<file path="src/rtl/accum_xcel_mem_resp.sv">
// Fixed-latency word memory responder with a side-band preload port; one request in flight,
// response appears p_latency cycles after accept and is held while memresp_rdy is low.
module accum_xcel_mem_resp #(
  parameter int p_nwords  = 64,
  parameter int p_latency = 2
) (
  input  logic        clk,
  input  logic        rst,
  input  logic        memreq_val,
  output logic        memreq_rdy,
  input  logic        memreq_type,
  input  logic [31:0] memreq_addr,
  input  logic [31:0] memreq_data,
  output logic        memresp_val,
  input  logic        memresp_rdy,
  output logic        memresp_type,
  output logic [31:0] memresp_data,
  input  logic        init_en,
  input  logic [31:0] init_addr,
  input  logic [31:0] init_data
);

  localparam int AW = $clog2(p_nwords);
  localparam logic [3:0] LAT_M1 = 4'(p_latency - 1);

  typedef enum logic [1:0] {IDLE, WAIT, RESP} state_t;

  state_t        state;
  state_t        state_next;
  logic [3:0]    cnt;
  logic [31:0]   mem [p_nwords];
  logic [AW-1:0] req_idx;
  logic [AW-1:0] init_idx;
  logic          accept;
  logic          unused_addr_bits;

  assign req_idx  = memreq_addr[AW+1:2];
  assign init_idx = init_addr[AW+1:2];
  assign accept   = memreq_val && memreq_rdy;
  assign unused_addr_bits = ^{memreq_addr[31:AW+2], memreq_addr[1:0],
                              init_addr[31:AW+2], init_addr[1:0]};

  always_ff @(posedge clk or posedge rst) begin
    if (rst) state <= IDLE;
    else     state <= state_next;
  end

  always_comb begin
    state_next = state;
    case (state)
      IDLE:    if (accept) state_next = (p_latency == 1) ? RESP : WAIT;
      WAIT:    if (cnt == 4'd1) state_next = RESP;
      RESP:    if (memresp_rdy) state_next = IDLE;
      default: state_next = IDLE;
    endcase
  end

  always_comb begin
    memreq_rdy  = (state == IDLE);
    memresp_val = (state == RESP);
  end

  // Read data is snapshotted at accept so later writes cannot disturb a pending response.
  always_ff @(posedge clk or posedge rst) begin
    if (rst) begin
      cnt          <= 4'd0;
      memresp_type <= 1'b0;
      memresp_data <= 32'd0;
    end else if (accept) begin
      cnt          <= LAT_M1;
      memresp_type <= memreq_type;
      memresp_data <= memreq_type ? 32'd0 : mem[req_idx];
    end else if (state == WAIT) begin
      cnt <= cnt - 4'd1;
    end
  end

  // Request write is placed after the init write so it wins on a same-word collision.
  always_ff @(posedge clk) begin
    if (init_en)               mem[init_idx] <= init_data;
    if (accept && memreq_type) mem[req_idx]  <= memreq_data;
  end

endmodule

</file>
<file path="config.mk">
export PLATFORM = sky130hd
export DESIGN_NAME = accum_xcel_mem_resp
export DESIGN_NICKNAME = d
export VERILOG_FILES = /design/src/rtl/accum_xcel_mem_resp.sv
export SDC_FILE = /design/constraint.sdc
export NUM_CORES = 2
export LEC_CHECK = 0
export ABC_CLOCK_PERIOD_IN_PS = 3450
export CORE_UTILIZATION = 54
export CTS_BUF_LIST = sky130_fd_sc_hd__clkbuf_16
export DETAILED_ROUTE_END_ITERATION = 6
export PLACE_DENSITY = 0.73
export SYNTH_ARGS = -nofsm -noshare
export SYNTH_HDL_FRONTEND = slang
export SYNTH_SLANG_ARGS = --single-unit
</file>
<file path="constraint.sdc">
create_clock -name clk -period 3.45 [get_ports clk]
set_clock_uncertainty 0.1 [all_clocks]
set_input_delay 0.69 -clock clk [delete_from_list [all_inputs] [get_ports clk]]
set_output_delay 0.69 -clock clk [all_outputs]
set_load 0.03 [all_outputs]
</file>
* Word level (Yosys, flattened, before mapping) *
Memories as Yosys holds them, arrays and structs flattened.
Index checks and enable logic that the tools add are counted.

word-level totals
  flip-flop bits (word level) = 39
  RAM bits = 2048
  bits of input ports = 134
  output and inout bits = 35
  memories kept = 1

operators by class
  add/subtract/negate cells = 1
  eq/ne operators = 6
  mux-type cells = 11
  reductions and logical operators = 5

memory list
  name  depth  bits a word  rd ports  clocked after memory_dff  wr ports  RTL line  source
  mem   64     32           1         0                         2         31        logic [31:0] mem [p_nwords];

operators by type and width
  kind                 count
  $mux 32              1
  $mux 4               2
  $mux 2               3
  $pmux 2 s3           1
  $eq 4x1->1 const B   1
  $mux 1               4
  $ne 2x1->1 const B   2
  $sub 4x1->4 const B  1
  $reduce_and 3->1     1
  $eq 2x1->1 const B   1
  $eq 2x2->1 const B   1
  $logic_and 1x1->1    2
  $logic_not 2->1      1
  $ne 2x2->1 const B   1
  $reduce_bool 2->1    1

* Depth between registers and ports, before layout *
  word-level depth = 5
  gate-level depth with buffers = 11
  depth with buffers taken out = 6

* Least setup slack after synthesis *
OpenSTA, ideal clock, no wires.

  kind = input to register
  start = input init_addr[6]
  end = memory mem[19][0] (enable)
  setup time = 0.466 ns
  data arrival time = 3.793 ns
  data required time = 2.884 ns
  slack = -0.908 ns
  stages on the path = 4
  buffers on the path = 2
  cell sequence = clkbuf_1 > or3b_2 > clkbuf_1 > o21ai_0

RTL lines
  element      RTL line  source
  from (decl)  19        input logic [31:0] init_addr,
  to (decl)    31

* Worst setup path in the final report *
  start = register memresp_data[6]
  end = output memresp_data[6]

RTL lines
  element                 RTL line  source
  from (decl)             17        output logic [31:0] memresp_data,
  from (signal assigned)  72        memresp_data <= memreq_type ? 32'd0 : mem[req_idx];

No word-level cell between the ends.

==> impl_metrics.csv <==
group,metric,value,unit
clock_network,postCtsResizedCells,0,
timing,worstMarginPinSlew,1.575,ns
route,post-route-drc-count,4,
synth,syn_area,0.1061,sq mm
worst_hold_path,min_path_cells,2,
route,viasPerCell,7.303,
synth,synth.net_count,7615,
worst_hold_path,min_path_type,"input port to register",
worst_setup_path,crit_path_max_fanout,3,
clock_network,cts_sinks,2087,
timing,max_freq,0.3036,GHz
synth,synth-seq-area-share,58.88,%
timing,rsz0062_at_grt,"no",
finish,layout_commonest_cell,"mux2_2",
finish,drive_above_1_share,45.44,%
timing,timing.slew.headroom,-6.101,%
synth,synth_edf_count,2048,
worst_setup_path,worstSetupStartpoint,"memresp_data[6]",
clock_network,path_clk_slew,0.06,ns
global_routing,first_global_vias,74324,
outcome,failed_checks,"DRC, capacitance limit, slew limit",
synth,yosysWarnings,0,
clock_network,htreeDepth,4,
global_routing,antenna_found_initial,34,
floorplanning,die_h,445.3,microns
global_routing,grt-ovfl-total,0,
worst_setup_path,critical-path-max-stage-delay,0.81,ns
worst_setup_path,reg2reg_slack,0.38,ns
timing,min_period_over_period,95.48,%
floorplanning,placeableCoreArea,0.1950,sq mm
synth,synth-seq-cells,2087,
power,ir_drop,446.2,uV
synth,synthTopCellsByArea,"edfxtp_1 (58%), mux2_2 (22%), a22oi_1 (2.8%), a221oi_1 (2.0%), clkbuf_1 (1.9%)",
finish,final_cell_mix,"mux2_2 (2114), edfxtp_1 (2048), buf_4 (636)",
clock_network,cts_buffers,220,
synth,synth_top_cell_by_area,"edfxtp_1",
clock_network,tritoncts,"yes",
outcome,status,"complete, but fails checks",
timing,whs,0.1704,ns
worst_setup_path,critical-path-top-delay-family,"flip-flops",
clock_network,clock_path_buffers,3,
power,p_leak,42.00,nW
placed_design,dpl.hpwl,276900,microns
worst_setup_path,ff2ff_path_depth,8,
worst_setup_path,criticalPathCategory,"register to output pin",
timing,post-route-min-period,3.294,ns
worst_setup_path,crit_slowest_cell,"dfrtp_1",
floorplanning,fp.dieArea,0.1983,sq mm
route,ant_nets,0,
synth,yosysTopAreaCellShare,57.96,%
route,drt_wl_total,422000,microns
worst_setup_path,path_depth,1,
finish,seq_area,0.06247,sq mm
route,first_pass_iters,7,
timing,slew_viol_final,3,
placed_design,port_buffers,116,
global_routing,grt_max_degree,69,
worst_setup_path,timing.rr.start,"state[1]",
finish,multiInputGateArea,0.04050,sq mm
global_routing,track_usage,41.86,%
floorplanning,rows,162,
global_routing,grt_pass1_wl,580400,microns
finish,area_growth,18.14,%
clock_network,clk_latency,0.90,ns
worst_setup_path,arrival,2.50,ns
route,vias,77342,
floorplanning,dieWidth,445.3,microns
synth,syn_inst,7479,
job,cap_viol_max_count,1,
worst_setup_path,worstPathCellList,"clkdlybuf4s50_1",
worst_setup_path,cp_num_buf_inv,1,
timing,setup_viol,0,
synth,synthDistinctLibCells,65,
power,power_density,473.3,mW/mm^2
worst_setup_path,cp-start-kind,"register",
route,wl_per_cell,39.84,microns
synth,ys_async_sr_fraction,1.869,%
worst_setup_path,crit_path_end_kind,"output pin",
finish,nFillCells,14127,
floorplanning,io_pins,169,
synth,synth_flop_cell,"edfxtp_1",
timing,hold_viol,0,
floorplanning,initial_core_util,54.41,%
route,drt_iter0_drc,13112,
power,p_total,0.05933,W
clock_network,root_buffer,"clkbuf_16",
worst_setup_path,cp-endpoint,"memresp_data[6]",
placed_design,place_congestion,1.014,
synth,avgSynthCellArea,14.19,sq um
finish,fin_nets,7903,
worst_setup_path,r2r-end,"memresp_data[1]",
worst_setup_path,worstPathRequired,2.66,ns
-- per-stage QoR --
step / util, % / std cells / instance area, sq um / TNS (ns) / worst slack, ns
CTS: 64.27 / 10580 / 125300 / 0 / 0.2308
floorplan: - / 7479 / 106100 / -602.48 / -0.5986
global placement: 60.70 / 10168 / 118400 / -13.93 / -0.2954
detailed placement: 60.70 / 10168 / 118400 / -15.48 / -0.2846
global route: 64.27 / 10583 / 125300 / 0 / 0.2251
finish: 64.28 / 10591 / 125400 / 0 / 0.1558
-- sequential cells by signal (all words and copies together) (netlist names) --
| name | flops |
|---|---|
| state | 2 |
| memresp_type | 1 |
| mem | 2048 |
| memresp_data | 32 |
| cnt | 4 |
-- cell families after synthesis --
logic type	synth area share, %
AOI/OAI and AO/OA	9.526
adders and majority gates	0.02358
buffers and inverters	4.101
DFF	58.88
muxes	24.29
and+or+nand+nor	3.173
-- worst min-delay path by stage --
stage                         start          end  slack, ns
floorplan                    cnt[1]       cnt[1]       0.36
global placement             cnt[1]       cnt[1]       0.39
detailed placement           cnt[1]       cnt[1]       0.42
CTS                 memreq_data[10]  mem[44][10]       0.13
global route        memreq_data[10]  mem[47][10]       0.17
finish              memreq_data[10]  mem[44][10]       0.17
-- where the power goes --
group          total, W  leakage [nW]  switching, W  internal (W)
Combinational   0.00761          19.4       0.00475       0.00286
Sequential       0.0286          18.9      0.000442        0.0282
Clock            0.0231          3.63        0.0105        0.0126
-- cells in the mapped netlist (24+ instances only) --
library cell and count:
mux2_2 2114, edfxtp_1 2048, clkbuf_1 544, a22oi_1 401, buf_2 325, a221oi_1 241
o21ai_0 210, nor2_1 194, o22ai_1 186, mux2i_1 179, a21oi_1 140, nand2_1 132
buf_1 105, o2bb2ai_1 68, nor3_1 57, and3_1 52, a31oi_1 42, nor4_1 42
and3b_1 39, dfrtp_1 39, buf_4 34, nand3_1 25, a22o_1 24
-- routing by layer --
| metal | track usage [%] | wire length [microns] | vias to the layer above |
|---|---|---|---|
| met4 | 26.68 | 33050 | 40 |
| met5 | 0.4151 | 561 | - |
| met2 | 59.72 | 176800 | 6678 |
| met3 | 13.77 | 65030 | 1384 |
| met1 | 54.82 | 146500 | 39047 |
| li1 | - | - | 30193 |
-- timing repair --
| item | in CTS | in global routing |
|---|---|---|
| hold buffers | 1 | 0 |
| hold endpoints to repair | 2 | 0 |
| setup buffers | 0 | 0 |
-- area by class of cell --
| type | count | area share, % |
|---|---|---|
| well taps | 2624 | 2.619 |
| diodes | 11 | 0.02196 |
| clock inverters | 191 | 1.147 |
| flip-flops and latches | 2087 | 49.84 |
| multi-input cells | 4377 | 32.31 |
| clock buffers | 220 | 4.392 |
| inverters | 6 | 0.02595 |
| repair buffers | 1075 | 9.642 |
(Power assumes the default switching activity.)
